<file path="src/rtl/pipeline_ctrl_pkg.sv">
// Shared types for the pipeline hazard/stall sequencer.
// State encoding and the per-stage control bundle.
package pipe_pkg;

    localparam int REG_W = 5;

    typedef enum logic [1:0] {
        RUN      = 2'd0,
        LU_STALL = 2'd1,
        MEM_WAIT = 2'd2,
        ERROR    = 2'd3
    } state_e;

    typedef struct packed {
        logic pc_we;
        logic ifid_we;
        logic ifid_flush;
        logic idex_we;
        logic idex_bubble;
        logic exmem_we;
        logic memwb_bubble;
    } ctrl_t;

    localparam ctrl_t CTRL_RUN = '{
        pc_we: 1'b1, ifid_we: 1'b1, ifid_flush: 1'b0, idex_we: 1'b1,
        idex_bubble: 1'b0, exmem_we: 1'b1, memwb_bubble: 1'b0};

    localparam ctrl_t CTRL_LU = '{
        pc_we: 1'b0, ifid_we: 1'b0, ifid_flush: 1'b0, idex_we: 1'b1,
        idex_bubble: 1'b1, exmem_we: 1'b1, memwb_bubble: 1'b0};

    localparam ctrl_t CTRL_FREEZE = '{
        pc_we: 1'b0, ifid_we: 1'b0, ifid_flush: 1'b0, idex_we: 1'b0,
        idex_bubble: 1'b0, exmem_we: 1'b0, memwb_bubble: 1'b1};

    localparam ctrl_t CTRL_HALT = '{
        pc_we: 1'b0, ifid_we: 1'b0, ifid_flush: 1'b0, idex_we: 1'b0,
        idex_bubble: 1'b1, exmem_we: 1'b0, memwb_bubble: 1'b1};

endpackage

</file>
<file path="src/rtl/pipeline_ctrl_if.sv">
// Hazard inputs and pipeline-register controls of pipeline_ctrl.
// master = pipeline/testbench side, slave = the sequencer.
interface pipeline_ctrl_if #(
    parameter int REG_W = 5,
    parameter int CNT_W = 16
);
    logic             IDEX_MemRead_i;
    logic [REG_W-1:0] IDEX_RegRt_i;
    logic [REG_W-1:0] IFID_RegRs_i;
    logic [REG_W-1:0] IFID_RegRt_i;
    logic             BranchTaken_i;
    logic             MemReq_i;
    logic             MemReady_i;
    logic             PCWrite_o;
    logic             IFID_Write_o;
    logic             IFID_Flush_o;
    logic             IDEX_Write_o;
    logic             IDEX_Bubble_o;
    logic             EXMEM_Write_o;
    logic             MEMWB_Bubble_o;
    logic [CNT_W-1:0] StallCount_o;
    logic             Timeout_o;

    modport master (
        output IDEX_MemRead_i, IDEX_RegRt_i, IFID_RegRs_i, IFID_RegRt_i,
        output BranchTaken_i, MemReq_i, MemReady_i,
        input  PCWrite_o, IFID_Write_o, IFID_Flush_o, IDEX_Write_o,
        input  IDEX_Bubble_o, EXMEM_Write_o, MEMWB_Bubble_o,
        input  StallCount_o, Timeout_o
    );

    modport slave (
        input  IDEX_MemRead_i, IDEX_RegRt_i, IFID_RegRs_i, IFID_RegRt_i,
        input  BranchTaken_i, MemReq_i, MemReady_i,
        output PCWrite_o, IFID_Write_o, IFID_Flush_o, IDEX_Write_o,
        output IDEX_Bubble_o, EXMEM_Write_o, MEMWB_Bubble_o,
        output StallCount_o, Timeout_o
    );
endinterface

</file>
<file path="src/rtl/pipeline_ctrl_hazard_detect.sv">
// Load-use compare: the load in EX targets a source of the ID instruction.
// Register 0 never creates a hazard since it is hardwired to zero.
module hazard_detect #(
    parameter int REG_W = 5
) (
    input  logic             mem_read_i,
    input  logic [REG_W-1:0] idex_rt_i,
    input  logic [REG_W-1:0] ifid_rs_i,
    input  logic [REG_W-1:0] ifid_rt_i,
    output logic             hazard_o
);
    assign hazard_o = mem_read_i
                    & (idex_rt_i != '0)
                    & ((idex_rt_i == ifid_rs_i) | (idex_rt_i == ifid_rt_i));
endmodule

</file>
<file path="src/rtl/pipeline_ctrl.sv">
// Hazard/stall sequencer: memory wait > load-use > branch flush.
// Also keeps a saturating stall counter and a sticky memory-timeout flag.
module pipeline_ctrl
    import pipe_pkg::*;
#(
    parameter int TIMEOUT = 16,
    parameter int CNT_W   = 16
) (
    input logic           Clock_i,
    input logic           Reset_n_i,
    pipeline_ctrl_if.slave bus
);
    localparam int WAIT_W = $clog2(TIMEOUT + 1);

    state_e            state_q, state_d;
    logic [WAIT_W-1:0] wait_q, wait_d;
    logic [CNT_W-1:0]  cnt_q, cnt_d;
    ctrl_t             ctrl;
    logic              hazard;
    logic              memstall;

    hazard_detect #(.REG_W(REG_W)) u_hazard (
        .mem_read_i (bus.IDEX_MemRead_i),
        .idex_rt_i  (bus.IDEX_RegRt_i),
        .ifid_rs_i  (bus.IFID_RegRs_i),
        .ifid_rt_i  (bus.IFID_RegRt_i),
        .hazard_o   (hazard)
    );

    assign memstall = bus.MemReq_i & ~bus.MemReady_i;

    always_comb begin
        state_d = state_q;
        wait_d  = wait_q;
        ctrl    = CTRL_RUN;
        unique case (state_q)
            RUN, LU_STALL: begin
                state_d = RUN;
                if (memstall) begin
                    ctrl    = CTRL_FREEZE;
                    wait_d  = WAIT_W'(1);
                    state_d = MEM_WAIT;
                end else if (state_q == RUN && hazard) begin
                    // Branch is re-seen next cycle because IF/ID is held
                    ctrl    = CTRL_LU;
                    state_d = LU_STALL;
                end else if (bus.BranchTaken_i) begin
                    ctrl.ifid_flush = 1'b1;
                end
            end
            MEM_WAIT: begin
                ctrl = CTRL_FREEZE;
                if (bus.MemReady_i) begin
                    state_d = RUN;
                    wait_d  = '0;
                end else if (wait_q == WAIT_W'(TIMEOUT)) begin
                    state_d = ERROR;
                end else begin
                    wait_d = wait_q + WAIT_W'(1);
                end
            end
            ERROR: ctrl = CTRL_HALT;
            default: ctrl = CTRL_HALT;
        endcase
        if (!Reset_n_i) begin
            ctrl = CTRL_HALT;
        end
    end

    always_comb begin
        cnt_d = cnt_q;
        if (!ctrl.pc_we && state_q != ERROR && cnt_q != '1) begin
            cnt_d = cnt_q + CNT_W'(1);
        end
    end

    always_ff @(posedge Clock_i or negedge Reset_n_i) begin
        if (!Reset_n_i) begin
            state_q <= RUN;
            wait_q  <= '0;
            cnt_q   <= '0;
        end else begin
            state_q <= state_d;
            wait_q  <= wait_d;
            cnt_q   <= cnt_d;
        end
    end

    assign bus.PCWrite_o      = ctrl.pc_we;
    assign bus.IFID_Write_o   = ctrl.ifid_we;
    assign bus.IFID_Flush_o   = ctrl.ifid_flush;
    assign bus.IDEX_Write_o   = ctrl.idex_we;
    assign bus.IDEX_Bubble_o  = ctrl.idex_bubble;
    assign bus.EXMEM_Write_o  = ctrl.exmem_we;
    assign bus.MEMWB_Bubble_o = ctrl.memwb_bubble;
    assign bus.StallCount_o   = cnt_q;
    assign bus.Timeout_o      = (state_q == ERROR);
endmodule
</file>
<file path="src/flat_wrapper.sv">
// flat-port wrapper written by rule: the top's interface ports become plain ports
module pipeline_ctrl_flat import pipe_pkg::*;
#(
    parameter int TIMEOUT = 16,
    parameter int CNT_W   = 16
)
  (Clock_i, Reset_n_i, bus_IDEX_MemRead_i, bus_IDEX_RegRt_i, bus_IFID_RegRs_i, bus_IFID_RegRt_i, bus_BranchTaken_i, bus_MemReq_i, bus_MemReady_i, bus_PCWrite_o, bus_IFID_Write_o, bus_IFID_Flush_o, bus_IDEX_Write_o, bus_IDEX_Bubble_o, bus_EXMEM_Write_o, bus_MEMWB_Bubble_o, bus_StallCount_o, bus_Timeout_o);
  pipeline_ctrl_if #(.CNT_W(CNT_W)) bus_i ();
  input logic Clock_i;
  input logic Reset_n_i;
  input wire logic [$bits(bus_i.IDEX_MemRead_i)-1:0] bus_IDEX_MemRead_i;
  input wire logic [$bits(bus_i.IDEX_RegRt_i)-1:0] bus_IDEX_RegRt_i;
  input wire logic [$bits(bus_i.IFID_RegRs_i)-1:0] bus_IFID_RegRs_i;
  input wire logic [$bits(bus_i.IFID_RegRt_i)-1:0] bus_IFID_RegRt_i;
  input wire logic [$bits(bus_i.BranchTaken_i)-1:0] bus_BranchTaken_i;
  input wire logic [$bits(bus_i.MemReq_i)-1:0] bus_MemReq_i;
  input wire logic [$bits(bus_i.MemReady_i)-1:0] bus_MemReady_i;
  output wire logic [$bits(bus_i.PCWrite_o)-1:0] bus_PCWrite_o;
  output wire logic [$bits(bus_i.IFID_Write_o)-1:0] bus_IFID_Write_o;
  output wire logic [$bits(bus_i.IFID_Flush_o)-1:0] bus_IFID_Flush_o;
  output wire logic [$bits(bus_i.IDEX_Write_o)-1:0] bus_IDEX_Write_o;
  output wire logic [$bits(bus_i.IDEX_Bubble_o)-1:0] bus_IDEX_Bubble_o;
  output wire logic [$bits(bus_i.EXMEM_Write_o)-1:0] bus_EXMEM_Write_o;
  output wire logic [$bits(bus_i.MEMWB_Bubble_o)-1:0] bus_MEMWB_Bubble_o;
  output wire logic [$bits(bus_i.StallCount_o)-1:0] bus_StallCount_o;
  output wire logic [$bits(bus_i.Timeout_o)-1:0] bus_Timeout_o;
  assign bus_i.IDEX_MemRead_i = bus_IDEX_MemRead_i;
  assign bus_i.IDEX_RegRt_i = bus_IDEX_RegRt_i;
  assign bus_i.IFID_RegRs_i = bus_IFID_RegRs_i;
  assign bus_i.IFID_RegRt_i = bus_IFID_RegRt_i;
  assign bus_i.BranchTaken_i = bus_BranchTaken_i;
  assign bus_i.MemReq_i = bus_MemReq_i;
  assign bus_i.MemReady_i = bus_MemReady_i;
  assign bus_PCWrite_o = bus_i.PCWrite_o;
  assign bus_IFID_Write_o = bus_i.IFID_Write_o;
  assign bus_IFID_Flush_o = bus_i.IFID_Flush_o;
  assign bus_IDEX_Write_o = bus_i.IDEX_Write_o;
  assign bus_IDEX_Bubble_o = bus_i.IDEX_Bubble_o;
  assign bus_EXMEM_Write_o = bus_i.EXMEM_Write_o;
  assign bus_MEMWB_Bubble_o = bus_i.MEMWB_Bubble_o;
  assign bus_StallCount_o = bus_i.StallCount_o;
  assign bus_Timeout_o = bus_i.Timeout_o;
  pipeline_ctrl #(.TIMEOUT(TIMEOUT), .CNT_W(CNT_W)) u_core (.Clock_i(Clock_i), .Reset_n_i(Reset_n_i), .bus(bus_i));
endmodule
</file>
<file path="config.mk">
export PLATFORM = sky130hd
export DESIGN_NAME = pipeline_ctrl_flat
export DESIGN_NICKNAME = d
export VERILOG_FILES = /design/src/rtl/pipeline_ctrl_pkg.sv /design/src/rtl/pipeline_ctrl_if.sv /design/src/rtl/pipeline_ctrl_hazard_detect.sv /design/src/rtl/pipeline_ctrl.sv /design/src/flat_wrapper.sv
export SDC_FILE = /design/constraint.sdc
export NUM_CORES = 1
export LEC_CHECK = 0
export ABC_CLOCK_PERIOD_IN_PS = 2950
export CORE_ASPECT_RATIO = 0.6
export CORE_MARGIN = 4
export CORE_UTILIZATION = 45
export CTS_CLUSTER_DIAMETER = 150
export DETAILED_ROUTE_END_ITERATION = 7
export DONT_BUFFER_PORTS = 1
export GPL_TIMING_DRIVEN = 0
export PLACE_DENSITY = 0.62
export SYNTH_ARGS = -nofsm -noshare
export SYNTH_HDL_FRONTEND = slang
export SYNTH_SLANG_ARGS = --single-unit
</file>
<file path="constraint.sdc">
create_clock -name Clock_i -period 2.95 [get_ports Clock_i]
set_input_delay 0.295 -clock Clock_i [delete_from_list [all_inputs] [get_ports Clock_i]]
set_output_delay 0.295 -clock Clock_i [all_outputs]
set_load 0.03 [all_outputs]
</file>
**After elaboration in Yosys (flattened, before gate mapping)**

Cells that the tools add are included.
Widths: inputs -> output; s select.

- Muxes and demuxes: 16
- Bitwise operators: 5
- Reductions and logical operators: 10
- Divide/modulo/power cells: 0
- Magnitude comparators: 0
- Equal/unequal tests: 11
- Multipliers: 0
- Shift-type cells: 0
- Add/subtract/negate cells: 2

Operators with widths:

| kind | number |
|---|---|
| $pmux 7 s3 | 1 |
| $add 16x1->16 const B | 1 |
| $ne 16x16->1 const B | 1 |
| $mux 5 | 3 |
| $mux 7 | 2 |
| $eq 5x5->1 | 2 |
| $pmux 5 s2 | 1 |
| $mux 2 | 4 |
| $add 5x1->5 const B | 1 |
| $eq 5x5->1 const B | 1 |
| $reduce_bool 5->1 | 1 |
| $eq 2x2->1 const B | 2 |
| $pmux 2 s2 | 1 |
| $and 1x1->1 | 3 |
| $logic_and 1x1->1 | 3 |
| $mux 1 | 3 |
| $mux 3 | 1 |
| $ne 3x2->1 const B | 1 |
| $ne 3x3->1 const B | 1 |
| $reduce_and 3->1 | 1 |
| $eq 2x1->1 const B | 1 |
| $logic_not 2->1 | 1 |
| $ne 2x1->1 const B | 1 |
| $ne 2x2->1 const B | 1 |
| 6 further kinds | 6 |

- RAM bits: 0
- Logic and storage cells: 47
- ROM bits: 0
- Memories kept: 0
- Bits in latches: 0
- Output and inout bits: 24
- Register bits: 23

**Logic depth before layout (Yosys ltp)**

- Word-level depth: 11
- Mapped depth: 8
- Mapped depth without buffers: 8

**Cells and area by module**

From an unflattened synthesis, not the netlist that was laid out.

- Cell total of the unflattened synthesis: 138
- Area, all modules: 1331.3 um2

Modules (own cells, without submodules):

| module | area an instance (um2) | cells an instance | times used | sequential area each (um2) |
|---|---|---|---|---|
| pipeline_ctrl | 1206.2 | 121 | 1 | 575.6 |
| hazard_detect | 125.1 | 17 | 1 | 0.0 |

**Worst setup path before layout**

No wires, ideal clock.

- Path type: input to output
- From: input bus_IDEX_RegRt_i[0]
- To: output bus_IFID_Flush_o
- Arrival time: 1.908 ns
- Path buffers: 0
- Path slack: 0.747 ns
- Data required time: 2.655 ns
- Stages: 5
- Cells stage by stage: or4_4 o211ai_2 nor2_1 nor2_1 and2_1

- Word-level cells in the longest chain between the ends: 8
- Elaborated cells between the ends (all ways): 11
- Those cells by class: eq/ne (2); mux (4); bitwise (3); reduce/logical (2)

RTL lines:

| item | line | source |
|---|---|---|
| from (decl) | flat_wrapper.sv:12 | `input wire logic [$bits(bus_i.IDEX_RegRt_i)-1:0] bus_IDEX_RegRt_i;` |
| $eq 5x5->1 or $reduce_bool 5->1 (tied branches) | pipeline_ctrl_hazard_detect.sv:14, pipeline_ctrl_hazard_detect.sv:13 |  |
| $or 1x1->1 or $and 1x1->1 (tied branches) | pipeline_ctrl_hazard_detect.sv:14, pipeline_ctrl_hazard_detect.sv:13 |  |
| $and 1x1->1 (*) | pipeline_ctrl_hazard_detect.sv:14 | `& ((idex_rt_i == ifid_rs_i) \| (idex_rt_i == ifid_rt_i));` |
| $logic_and 1x1->1 (*) | pipeline_ctrl.sv:43 | `end else if (state_q == RUN && hazard) begin` |
| $mux 1 (*) | pipeline_ctrl.sv:43 |  |
| $mux 7 (*) | pipeline_ctrl.sv:39 | `if (memstall) begin` |
| $pmux 7 s3 (*) | pipeline_ctrl.sv:36 | `unique case (state_q)` |
| $mux 7 (*) | pipeline_ctrl.sv:65 | `if (!Reset_n_i) begin` |
| to (decl) | flat_wrapper.sv:20 | `output wire logic [$bits(bus_i.IFID_Flush_o)-1:0] bus_IFID_Flush_o;` |

Every way passes the cells marked *; elsewhere a longest branch is shown, timed or not.

**Worst setup path after layout**

Same ends and word-level chain as after synthesis.

==> results.cfg <==
[power]
pwr_density_cell_mw_per_mm2 = 628
p_clk_frac = 0.209
power.switching_mw = 0.383
power_mw = 0.940
seqPwrFrac = 0.582
p_sw_frac = 0.407
combPwrFrac = 0.209
peakVddDrop_uv = 265
intPower_mw = 0.557
p_leak_nw = 0.677

[timing]
rsz0062_at_grt = no
setup_tns_ns = 0
slew_headroom = 0.300
fin_skew_ns = 0.00408
fin_crit_ns = 2.31
worst_hold_slack_ns = 0.174
finalMaxSlewViolations = 0
tightestPinTransition_ns = 1.05
hold_viol = 0
clock.fmax_mhz = 433
setup_violations = 0
min_period_over_period = 0.784

[global_routing]
grt_pass1_wl_mm = 4.62
grt_pass1_vias = 999
grt_antenna_before_repair = 0
overflow = 0
track_usage = 0.150
grt_start_max_net_pins = 24

[critical_path]
startpoint_type = input pin
cpMostUsedCell = nor2_1
crit_type = in2out
path_cells = or4_4 > o211ai_2 > nor2_1 > nor2_1 > and2_1
worstReg2RegStart = u_core.bus.StallCount_o[0]$_DFFE_PN0P_
critical_path.max_stage_delay_ns = 0.52
crit_path_top_delay_cell = or4_4
crit_fanout = 3
cp-startpoint = bus_IDEX_RegRt_i[0]
required_ns = 2.65
cp.arrival_ns = 2.02
endpoint_kind = output pin

[route]
num_vias = 1025
drt_iter0_drc = 69
first_pass_iters = 4
wl_per_cell_um = 15.4
wl_mm = 2.90
drc_errors = 0
ant_nets = 0
vias_per_cell = 5.45

[final_layout]
diodes = 0
syn2layout_area_growth_pct = 7.84
nFillCells = 271
drive_gt1_frac = 0.144
final_cell_area_sq_mm = 0.00150
final_nets = 171
fin_cells = 188

[yosys]
synth_edf_count = 0
yosys_warnings = 0
ys_seq_elements = 23
yosysTopAreaCell = dfrtp_1
synthSimpleGateAreaFrac = 0.259
synth_ff_type = dfrtp_1
synthAdderAreaFrac = 0.0270
synth_top_area_frac = 0.414
ys_types = 36
synth_compound_area_frac = 0.0694
ys_seq_area_frac = 0.414
mappedNetlistArea_sq_mm = 0.00139
syn_nets = 165
postSynthAreaPerCell_sq_um = 9.85
synthCells = 141
synthArstFlopShare = 1.00
yosys.area_share.xor_xnor = 0.164
muxShareOfSynthArea = 0.0243
synth_common_cells = dfrtp_1, nand2_1, xor2_1
synth_top_family_by_area = simple AND/OR/NAND/NOR gates
yosysMostFrequentCell = dfrtp_1
synthTopCellsByArea = dfrtp_1, xor2_1, xnor2_1, nand2_1, nor2_1

[clocking]
hold_buffers = 1
clockBufferDepth = 2
cts_max_level = 1
cts_made_buffers = 3
cts_tree = yes
clk_pin_slew_worst_paths_ns = 0.08
post_cts.repair.setup_buffers = 0
cts_root_buf = clkbuf_8
cts_sinks = 23
cts_resized = 0
clk_latency_ns = 0.26

[die]
dieArea_sq_mm = 0.00407
boundaryPins = 45
die_h_um = 51.0
rows = 15
start_util = 0.477
core_area_sq_mm = 0.00291
dieWidth_um = 79.7

[run]
cap_violations = 0

[placed_design]
dp_hpwl_mm = 2.29
portBuffers = 0
place_area_sq_mm = 0.00144
place_inst = 183
globalplace.congestion = 0.791

[worst_hold_path]
min_from = bus_MemReq_i
hp-class = in2reg

[run_status]
status = finished, final reports clean
[cell usage in the layout (no fill, tap or decap), drive strengths merged]
cell type	instances
or4b	1
a32o	1
nand4b	2
a211oi	1
and4	1
nand3b	1
and3	3
nor3	2
o21ai	6
clkinv	1
o211ai	1
nand2b	2
nor2	12
xnor2	12
a21oi	2
clkbuf	3
nand4bb	1
inv	8
nor2b	1
dlygate4sd3	1
nand4	7
buf	3
nor4b	1
o31ai	1
a22oi	1
xor2	14
nand2	17
nand3	8
ha	3
nor4	1
mux2	3
dfrtp	23
or4	1
and2	1
[logic make-up (layout without fill, tap and decap cells)]
logic type / Yosys count / after routing
AND/OR/NAND/NOR: 62 / 62
adder cells (fa/ha/maj): 3 / 3
buffers and inverters: 11 / 16
AO/OA/AOI/OAI: 13 / 13
XOR/XNOR: 26 / 26
multiplexers: 3 / 3
flip-flops: 23 / 23
[worst max-delay path, delay by kind of cell]
kind             cells  cell delay [ns]
AND/OR/NAND/NOR      4             1.51
AO/OA/AOI/OAI        1             0.21
[through the flow]
stage | setup WS [ns] | util
3_3_place_gp | 0.640 | 0.495
3_5_place_dp | 0.631 | 0.495
5_1_grt | 0.579 | 0.515
6_report | 0.638 | 0.515
2_1_floorplan | 0.747 | -
4_1_cts | 0.628 | 0.515
[routing by layer]
metal  up-vias  part of all wire  track usage
met1       493              0.46        0.193
met3         2              0.11       0.0757
met5         -                 0            0
li1        492                 -            -
met4         0            0.0048       0.0400
met2        38              0.43        0.222
[final cells by class]
cell class                 instances  area (sq um)  area share
multi-input combinational        107           754       0.504
sequential                        23           576       0.384
inverter                           8          32.5      0.0217
timing repair buffer               1          10.0     0.00668
buffer                             3          26.3      0.0175
tap                               42          52.6      0.0351
clock inverter                     1          5.00     0.00334
clock buffer                       3          41.3      0.0276
[path summary, 6_finish.rpt]
path	to	slack, ns	cells after the start
worst max register to register	u_core.bus.StallCount_o[12]$_DFFE_PN0P_	0.71	8
worst min register to register	u_core.wait_q[4]$_DFFE_PN0P_	0.54	2
worst max-delay path	bus_IFID_Flush_o	0.64	5
min in group asynchronous	u_core.wait_q[1]$_DFFE_PN0P_	0.66	1
max in group asynchronous	u_core.bus.StallCount_o[2]$_DFFE_PN0P_	1.66	1
worst min-delay path	u_core.state_q[1]$_DFFE_PN0P_	0.17	2
[flip-flops by register name (all words and copies together) (netlist names)]
name,flops
u_core.bus.StallCount_o,16
u_core.state_q,2
u_core.wait_q,5
[power groups by stage]
| stage | Combinational [mW] | Clock (mW) | Sequential [mW] |
|---|---|---|---|
| after floorplan | 0.166 | 0 | 0.533 |
| after global placement | 0.185 | 0 | 0.551 |
| after detailed placement | 0.191 | 0 | 0.556 |
| after CTS | 0.200 | 0.204 | 0.549 |
| after global routing | 0.222 | 0.215 | 0.560 |
| final | 0.196 | 0.197 | 0.547 |
Power figures use the tool's default switching activity.
